$ cat src/rtl/seg7_scan.sv
// seg7_scan: time-multiplexed driver for eight 7-segment digits behind a
// 3-8 decoder. Each digit goes dark for BLANK_CYC cycles, then is lit for
// DIV cycles. New DATA/DP words are held in a pending register and only
// move to the display at the start of a frame, so a frame never mixes old
// and new digits.
// Optional feature: define LZ_BLANK_EN to blank leading zeros (digits 7..1).
module seg7_scan #(
   parameter int unsigned DIV       = 50000,
   parameter int unsigned BLANK_CYC = 4
) (
   input  logic        CLK,
   input  logic        RSTN,
   input  logic        EN,
   input  logic        LOAD,
   input  logic [31:0] DATA,
   input  logic [7:0]  DP,
   output logic [2:0]  A,
   output logic        G1,
   output logic        G2,
   output logic        G3,
   output logic [7:0]  SEG,
   output logic        FRAME
);

   localparam int unsigned MAXC = (DIV > BLANK_CYC) ? DIV : BLANK_CYC;
   localparam int CW = (MAXC > 1) ? $clog2(MAXC) : 1;
   localparam logic [CW-1:0] SHOW_LAST  = CW'(DIV - 1);
   localparam logic [CW-1:0] BLANK_LAST = CW'(BLANK_CYC - 1);

   typedef enum logic [1:0] {IDLE, BLANK, SHOW} state_t;

   state_t        state_q, state_d;
   logic [CW-1:0] cnt_q, cnt_d;
   logic [2:0]    digit_q, digit_d;
   logic [31:0]   pend_data_q, pend_data_d;
   logic [7:0]    pend_dp_q, pend_dp_d;
   logic [31:0]   disp_data_q, disp_data_d;
   logic [7:0]    disp_dp_q, disp_dp_d;
   logic [2:0]    a_q, a_d;
   logic          g1_q, g1_d;
   logic          g2_q, g2_d;
   logic [7:0]    seg_q, seg_d;
   logic          frame_q, frame_d;
   logic          enter_frame;
   logic [7:0]    lead_zero;
   logic [3:0]    cur_nibble;

   // Standard hex to {g,f,e,d,c,b,a} segment pattern.
   function automatic logic [6:0] hex7(input logic [3:0] n);
      case (n)
         4'h0: hex7 = 7'h3F;
         4'h1: hex7 = 7'h06;
         4'h2: hex7 = 7'h5B;
         4'h3: hex7 = 7'h4F;
         4'h4: hex7 = 7'h66;
         4'h5: hex7 = 7'h6D;
         4'h6: hex7 = 7'h7D;
         4'h7: hex7 = 7'h07;
         4'h8: hex7 = 7'h7F;
         4'h9: hex7 = 7'h6F;
         4'hA: hex7 = 7'h77;
         4'hB: hex7 = 7'h7C;
         4'hC: hex7 = 7'h39;
         4'hD: hex7 = 7'h5E;
         4'hE: hex7 = 7'h79;
         default: hex7 = 7'h71;
      endcase
   endfunction

   // Scan sequencer: dropping EN always wins and parks the scan at digit 0.
   always_comb begin
      state_d     = state_q;
      cnt_d       = cnt_q;
      digit_d     = digit_q;
      frame_d     = 1'b0;
      enter_frame = 1'b0;
      if (!EN) begin
         state_d = IDLE;
         cnt_d   = '0;
         digit_d = '0;
      end else begin
         case (state_q)
            IDLE: begin
               state_d     = BLANK;
               cnt_d       = '0;
               digit_d     = '0;
               enter_frame = 1'b1;
            end
            BLANK: begin
               if (cnt_q == BLANK_LAST) begin
                  state_d = SHOW;
                  cnt_d   = '0;
               end else begin
                  cnt_d = cnt_q + 1'b1;
               end
            end
            SHOW: begin
               if (cnt_q == SHOW_LAST) begin
                  state_d = BLANK;
                  cnt_d   = '0;
                  digit_d = digit_q + 3'd1;
                  if (digit_q == 3'd7) begin
                     frame_d     = 1'b1;
                     enter_frame = 1'b1;
                  end
               end else begin
                  cnt_d = cnt_q + 1'b1;
               end
            end
            default: begin
               state_d = IDLE;
               cnt_d   = '0;
               digit_d = '0;
            end
         endcase
      end
   end

   // Pending captures every LOAD; display refreshes only at frame start,
   // taking a same-cycle LOAD directly so it is not a frame late.
   always_comb begin
      pend_data_d = pend_data_q;
      pend_dp_d   = pend_dp_q;
      disp_data_d = disp_data_q;
      disp_dp_d   = disp_dp_q;
      if (LOAD) begin
         pend_data_d = DATA;
         pend_dp_d   = DP;
      end
      if (enter_frame) begin
         disp_data_d = pend_data_d;
         disp_dp_d   = pend_dp_d;
      end
   end

`ifdef LZ_BLANK_EN
   // Leading-zero mask: walk down from digit 7 until a nonzero nibble or a DP.
   always_comb begin
      logic run;
      lead_zero = '0;
      run       = 1'b1;
      for (int k = 7; k >= 1; k--) begin
         if (run && (disp_data_d[4*k +: 4] == 4'h0) && !disp_dp_d[k]) begin
            lead_zero[k] = 1'b1;
         end else begin
            run = 1'b0;
         end
      end
   end
`else
   assign lead_zero = '0;
`endif

   assign cur_nibble = disp_data_d[{digit_d, 2'b00} +: 4];

   // Output values for the state being entered, so the registered pins
   // always match the current state.
   always_comb begin
      a_d   = '0;
      g1_d  = 1'b0;
      g2_d  = 1'b1;
      seg_d = '0;
      case (state_d)
         BLANK: begin
            a_d = digit_d;
         end
         SHOW: begin
            a_d  = digit_d;
            g1_d = 1'b1;
            g2_d = 1'b0;
            if (!lead_zero[digit_d]) begin
               seg_d = {disp_dp_d[digit_d], hex7(cur_nibble)};
            end
         end
         default: ;
      endcase
   end

   // All state and output registers.
   always_ff @(posedge CLK or negedge RSTN) begin
      if (!RSTN) begin
         state_q     <= IDLE;
         cnt_q       <= '0;
         digit_q     <= '0;
         pend_data_q <= '0;
         pend_dp_q   <= '0;
         disp_data_q <= '0;
         disp_dp_q   <= '0;
         a_q         <= '0;
         g1_q        <= 1'b0;
         g2_q        <= 1'b1;
         seg_q       <= '0;
         frame_q     <= 1'b0;
      end else begin
         state_q     <= state_d;
         cnt_q       <= cnt_d;
         digit_q     <= digit_d;
         pend_data_q <= pend_data_d;
         pend_dp_q   <= pend_dp_d;
         disp_data_q <= disp_data_d;
         disp_dp_q   <= disp_dp_d;
         a_q         <= a_d;
         g1_q        <= g1_d;
         g2_q        <= g2_d;
         seg_q       <= seg_d;
         frame_q     <= frame_d;
      end
   end

   assign A     = a_q;
   assign G1    = g1_q;
   assign G2    = g2_q;
   assign G3    = 1'b0;
   assign SEG   = seg_q;
   assign FRAME = frame_q;

endmodule

$ cat config.mk
export PLATFORM = sky130hd
export DESIGN_NAME = seg7_scan
export DESIGN_NICKNAME = d
export VERILOG_FILES = /design/src/rtl/seg7_scan.sv
export SDC_FILE = /design/constraint.sdc
export NUM_CORES = 1
export LEC_CHECK = 0
export ABC_AREA = 1
export BUFFER_PORTS_ARGS = -buffer_cell sky130_fd_sc_hd__buf_2
export CAP_MARGIN = 20
export CORE_MARGIN = 2
export CORE_UTILIZATION = 45
export CTS_CLUSTER_DIAMETER = 40
export DETAILED_ROUTE_END_ITERATION = 6
export PLACE_DENSITY = 0.73
export SLEW_MARGIN = 20
export SYNTH_ARGS = -nofsm -noshare
export SYNTH_HDL_FRONTEND = slang
export SYNTH_SLANG_ARGS = --single-unit
$ cat constraint.sdc
create_clock -name CLK -period 3.8 [get_ports CLK]
set_input_delay 0.76 -clock CLK [delete_from_list [all_inputs] [get_ports CLK]]
set_output_delay 0.76 -clock CLK [all_outputs]
set_load 0.02 [all_outputs]
# After elaboration in Yosys (flattened, before gate mapping)

Memories as Yosys holds them, arrays and structs flattened.
Index checks and enable logic that the tools add are counted.

Add/sub/neg operators: 2
$lt $le $gt $ge: 1
Equal/unequal tests: 7
Shift-type cells: 1
Mux-type cells: 29
Reduce and logical (&&, ||, !) cells: 2

Operators with widths:

| kind                                                  | number |
|---|---|
| two-way mux 32 bit                                    | 2 |
| two-way mux 16 bit                                    | 3 |
| two-way mux 8 bit                                     | 4 |
| case mux 16 bit (2 select lines)                      | 1 |
| variable part select 32 x 6 -> 4 bit                  | 1 |
| adder 16 x 1 -> 16 bit (second input constant)        | 1 |
| equality test 16 bit (second input constant)          | 1 |
| equality test 16 x 2 -> 1 bit (second input constant) | 1 |
| two-way mux 1 bit                                     | 9 |
| two-way mux 3 bit                                     | 3 |
| two-way mux 2 bit                                     | 3 |
| case mux 2 bit (3 select lines)                       | 1 |
| case mux 3 bit (2 select lines)                       | 1 |
| equality test 2 x 1 -> 1 bit (second input constant)  | 2 |
| equality test 2 bit (second input constant)           | 2 |
| < comparator 3 x 4 -> 1 bit (second input constant)   | 1 |
| adder 3 x 1 -> 3 bit (second input constant)          | 1 |
| binary-select mux 1 bit (select 3 bit)                | 1 |
| equality test 3 bit (second input constant)           | 1 |
| logical NOT 2 bit                                     | 1 |
| case mux 1 bit (2 select lines)                       | 1 |
| OR reduction 2 bit                                    | 1 |

Flip-flop bits (word level): 115
ROM bits: 120
Input bits: 44
Word-level logic and storage cells: 56
Memories: 2

Memory list:

| memory           | depth | bits a word | read ports | clocked after Yosys merged registers in | write ports | line | text |
|---|---|---|---|---|---|---|---|
| (name not given) | 16    | 7           | 1          | 0                                       | 0           | 50   | `case (n)` |
| (name not given) | 8     | 1           | 1          | 0                                       | 0           | 171  | `if (!lead_zero[digit_d]) begin` |

# Longest topological paths before layout

Word-level depth: 10
Gate-level depth with buffers: 21
Depth with buffers taken out: 20

# Worst setup path after synthesis

No wires, ideal clock.

Kind: input port to flip-flop
Start point: input port LOAD
End point: register seg_q[1], in the netlist SEG[1]
Arrival time: 2.516 ns
Data required time: 3.679 ns
Path slack: 1.163 ns
Stages on the path: 16
Buffers on the path: 3
Cells stage by stage: buf_2 > buf_2 > buf_2 > o21ai_0 > nand2_1 > nand2_1 > nand2_1 > nand3_1 > nand2_1 > nand2_1 > nand2_1 > inv_1 > ha_1 > nand3_1 > o21ai_0 > nor2_1

Word-level cells in the longest chain between the ends: 6

Ends and longest elaborated chain:

| item                                 | line | text |
|---|---|---|
| start: declaration                   | 14   | `input logic LOAD,` |
| two-way mux 32 bit                   | 126  | `if (LOAD) begin` |
| two-way mux 32 bit                   | 130  | `if (enter_frame) begin` |
| variable part select 32 x 6 -> 4 bit | 154  | `assign cur_nibble = disp_data_d[{digit_d, 2'b00} +: 4];` |
| memory read (16 x 7 bit)             | -    |  |
| two-way mux 8 bit                    | 171  |  |
| two-way mux 8 bit                    | 163  | `case (state_d)` |
| via seg_d[1]                         | 42   | `logic [7:0] seg_q, seg_d;` |
| end signal: assignment               | 205  | `seg_q <= seg_d;` |
| end: declaration                     | 42   |  |

The timed path passes the listed nets, and every way through them passes these cells.

# Final worst setup path

Start point: register cnt_q[0]
End point: register seg_q[1], in the netlist SEG[1]

Word-level cells in the longest chain between the ends: 9

Ends and longest elaborated chain:

| item                                 | line | text |
|---|---|---|
| start: declaration                   | 33   | `logic [CW-1:0] cnt_q, cnt_d;` |
| start signal: assignment             | 196  | `cnt_q <= cnt_d;` |
| equality test 16 bit                 | 98   | `if (cnt_q == SHOW_LAST) begin` |
| two-way mux 1 bit                    | 98   |  |
| case mux 1 bit (2 select lines)      | 82   | `case (state_q)` |
| two-way mux 1 bit                    | 77   | `if (!EN) begin` |
| two-way mux 32 bit                   | 130  |  |
| variable part select 32 x 6 -> 4 bit | 154  |  |
| memory read (16 x 7 bit)             | -    |  |
| two-way mux 8 bit                    | 171  |  |
| two-way mux 8 bit *                  | 163  |  |
| via seg_d[1]                         | 42   |  |

The timed path passes the listed nets; every way through them passes the cells marked *. The select of a mux whose other input is x is not followed.

==> reports/metrics.csv <==
stage;metric;value;unit
outcome;status;finished clean;
logic_synthesis;Mean Syn Cell Area;8.53;sq um
placed_design;placed instance area;6030;sq um
layout;Final Instance Area;6620;sq um
logic_synthesis;ys flop type;dfrtp_1;
critical_path;worst-path cell chain;ha_1 -> nand3_2 -> nor2_1 -> nand2_1 -> nand2_2 -> nand2_2 -> nand2_2 -> nand2_1 -> nand2_1 -> nand3_1 -> nand2_1 -> nand2_1 -> nand2_1 -> inv_1 -> ha_1 -> nand3_1 -> o21ai_0 -> nor2_1;
logic_synthesis;EDFF count, synth;0;
timing;relative slew slack;55.8;%
placed_design;dpl cells;865;
die;num rows;40;
drt;antenna viol nets, final;0;
critical_path;Crit-path slowest cell;dfrtp_1;
clock_network;CTS H-tree depth;4;
timing;fin worst setup slack;703;ps
timing;Setup Skew;6.36;ps
clock_network;# Post-CTS Setup Buffers;0;
clock_network;Num CTS Buffers;17;
drt;Wirelength per Cell;13.5;um
drt;drt pass-1 iters;7;
layout;n_diodes;0;
timing;Final Cycle Share;81.5;%
logic_synthesis;FF+latch count, synth;115;
flow_run;max_cap viols;0;
logic_synthesis;Synth async-reset ratio;100;%
drt;via count;4356;
die;DIE HEIGHT;116;um
logic_synthesis;syn_nets;718;
critical_path;worst-path maximum fanout;12;
timing;Hold WS;376;ps
clock_network;clk sinks;115;
logic_synthesis;sequential fraction of the synthesis area;51.1;%
critical_path;slowest stage delay, CP;370;ps
layout;Final #Nets;774;
clock_network;clk root buf;clkbuf_16;
clock_network;Clock Latency Late Sink;410;ps
layout;Synth-to-Final Area Change;17.5;%
clock_network;post-cts sizing count;0;
critical_path;most frequent CP cell;nand2_1;
global_routing;Total GRT Usage;20.2;%
die;Initial Util;46.5;%
clock_network;Clk pin slew, worst setup/hold paths;50;ps
global_routing;number of global-route vias before repair;4592;
timing;Final Critical Period;3100;ps
logic_synthesis;top post-synthesis cells by area;dfrtp_1, nand2_1, inv_1;
timing;RSZ-0062 raised after global routing;no;
logic_synthesis;Synth Cell Area;5630;sq um
timing;Setup violations, final;0;
critical_path;CP delay by family, top;simple AND/OR/NAND/NOR gates;
logic_synthesis;Yosys top cell area share;50.7;%
clock_network;buffer depth of the longest clock path;2;
critical_path;CP Capture Type;flop;
layout;layout cells sized above 1;19.6;%
placed_design;DP HPWL;8.19;mm
critical_path;CP arrival;3390;ps
placed_design;Post-Place Worst Slack;673;ps
timing;pin slew with the least headroom to its limit;663;ps
global_routing;first-pass GRT wire length;21.1;mm
placed_design;I/O Buffers;57;
critical_path;worst reg-to-reg setup slack;700;ps
timing;final count of hold timing violations;0;
critical_path;Worst Path Required;4090;ps
pwr;PD cells;498;nW/um^2
global_routing;initial antenna violation count;0;
logic_synthesis;Cells after Synth;660;
die;Die ar.;13400;sq um
logic_synthesis;Yosys cell types;36;
logic_synthesis;number of synthesis warnings;0;
drt;initial DRC count;336;
drt;Post-route DRC;0;
pwr;Peak VDD IR;0.292;mV
layout;Post-Layout Cell Count;897;
global_routing;largest net degree at the start of global routing;67;
global_routing;grt ovf;0;
critical_path;crit path kind;reg2reg;
hold_path;Hold Path Class;in2async;
die;die width;116;um
clock_network;Post-CTS Hold Buffers;0;
critical_path;startpoint types;flop;
die;io pins;59;
clock_network;CTS tree;done;
timing;Slew Limit Fails;0;
timing;Sum Neg Setup Slack;0;ps
pwr;P_leak;3.38;nW
critical_path;WP buf/inv;1;
drt;Post-Route WL;12.1;mm
timing;maximum clock rate;323;MHz
logic_synthesis;Yosys top cell by area;dfrtp_1;
die;core area;12100;sq um
drt;via/cell ratio;4.86;
placed_design;routability cong.;0.811;
==> layer usage <==
metal  part of all wire [%]  global-route usage (%)
met5                      0                       0
met4                    1.9                    8.57
met3                    4.5                    5.28
met2                     48                    32.4
met1                     45                    26.0
==> sequential cells by signal (all words and copies together), names as in the netlist <==
signal / cells
disp_data_q: 32
pend_data_q: 32
cnt_q: 16
SEG: 8
disp_dp_q: 8
pend_dp_q: 8
A: 3
digit_q: 3
state_q: 2
FRAME: 1
G1: 1
G2: 1
==> cells in the final DEF, fill, tap and decap left out, drive strengths merged <==
master / instances
bufinv: 2
mux2i: 1
clkinv: 4
nor3: 4
mux2: 16
nor2: 51
a22oi: 1
nand3b: 18
clkbuf: 20
xor2: 7
o221ai: 2
o21ai: 39
nor4: 1
nand4: 3
xnor2: 1
conb: 1
nor3b: 1
buf: 62
a21oi: 10
inv: 107
nand2: 197
clkinvlp: 6
dfstp: 1
dfrtp: 114
ha: 14
nand3: 42
and3: 1
o21a: 3
==> where the power goes <==
group / total (W) / switching [W] / internal (W)
Combinational: 0.000381 / 0.000244 / 0.000137
Sequential: 0.00136 / 0.0000276 / 0.00133
Clock: 0.00155 / 0.000558 / 0.000996
==> layout make-up <==
type                       count  area [sq um]
tap                          168           210
inverter                     107           402
clock inverter                12           133
clock buffer                  20           457
fill                        1119          5490
timing repair buffer          62           338
multi-input combinational    413          2200
sequential                   115          2880
==> through the flow <==
stage                     power [W]  utilization, %
after floorplan             0.00164               -
after detailed placement    0.00176            49.8
after CTS                   0.00333            54.6
after global routing        0.00346            54.6
final                       0.00330            54.6
after global placement      0.00174            49.8
==> Yosys cell counts, types with 3 or more instances <==
| cell type | number |
|---|---|
| inv_2 | 6 |
| ha_1 | 14 |
| nand2_1 | 184 |
| nand3_1 | 37 |
| nor2_1 | 45 |
| o21ai_1 | 5 |
| nand2_2 | 11 |
| dfrtp_1 | 114 |
| buf_4 | 4 |
| nand3b_1 | 18 |
| nor3_1 | 4 |
| nor2_4 | 4 |
| o21a_1 | 3 |
| mux2_2 | 16 |
| nand3_2 | 5 |
| a21oi_1 | 9 |
| buf_2 | 9 |
| buf_6 | 4 |
| o21ai_0 | 34 |
| clkbuf_1 | 8 |
| xor2_1 | 7 |
| inv_1 | 101 |
==> path summary, 6_finish.rpt <==
path / from / to / depth (start not counted)
setup / recovery: cnt_q[0] / SEG[1] / 18
hold / removal: RSTN / cnt_q[9] / 1
setup reg to reg: cnt_q[0] / SEG[1] / 18
hold reg to reg: cnt_q[0] / cnt_q[0] / 1
max in group asynchronous: RSTN / pend_dp_q[1] / 2
min in group CLK: cnt_q[0] / cnt_q[0] / 1
==> logic make-up (layout without fill, tap and decap cells) <==
kind of cell	Yosys count	in the layout	share of synthesized area, %
buffers and inverters	132	201	9.80
muxes	17	17	3.38
other	1	1	0.0666
and+or+nand+nor	318	318	25.8
adders and majority gates	14	14	3.11
DFF	115	115	51.1
xor gates and xnor gates	8	8	1.24
AOI/OAI and AO/OA	55	55	5.49
Note: power is estimated with default switching activity, not from simulation.
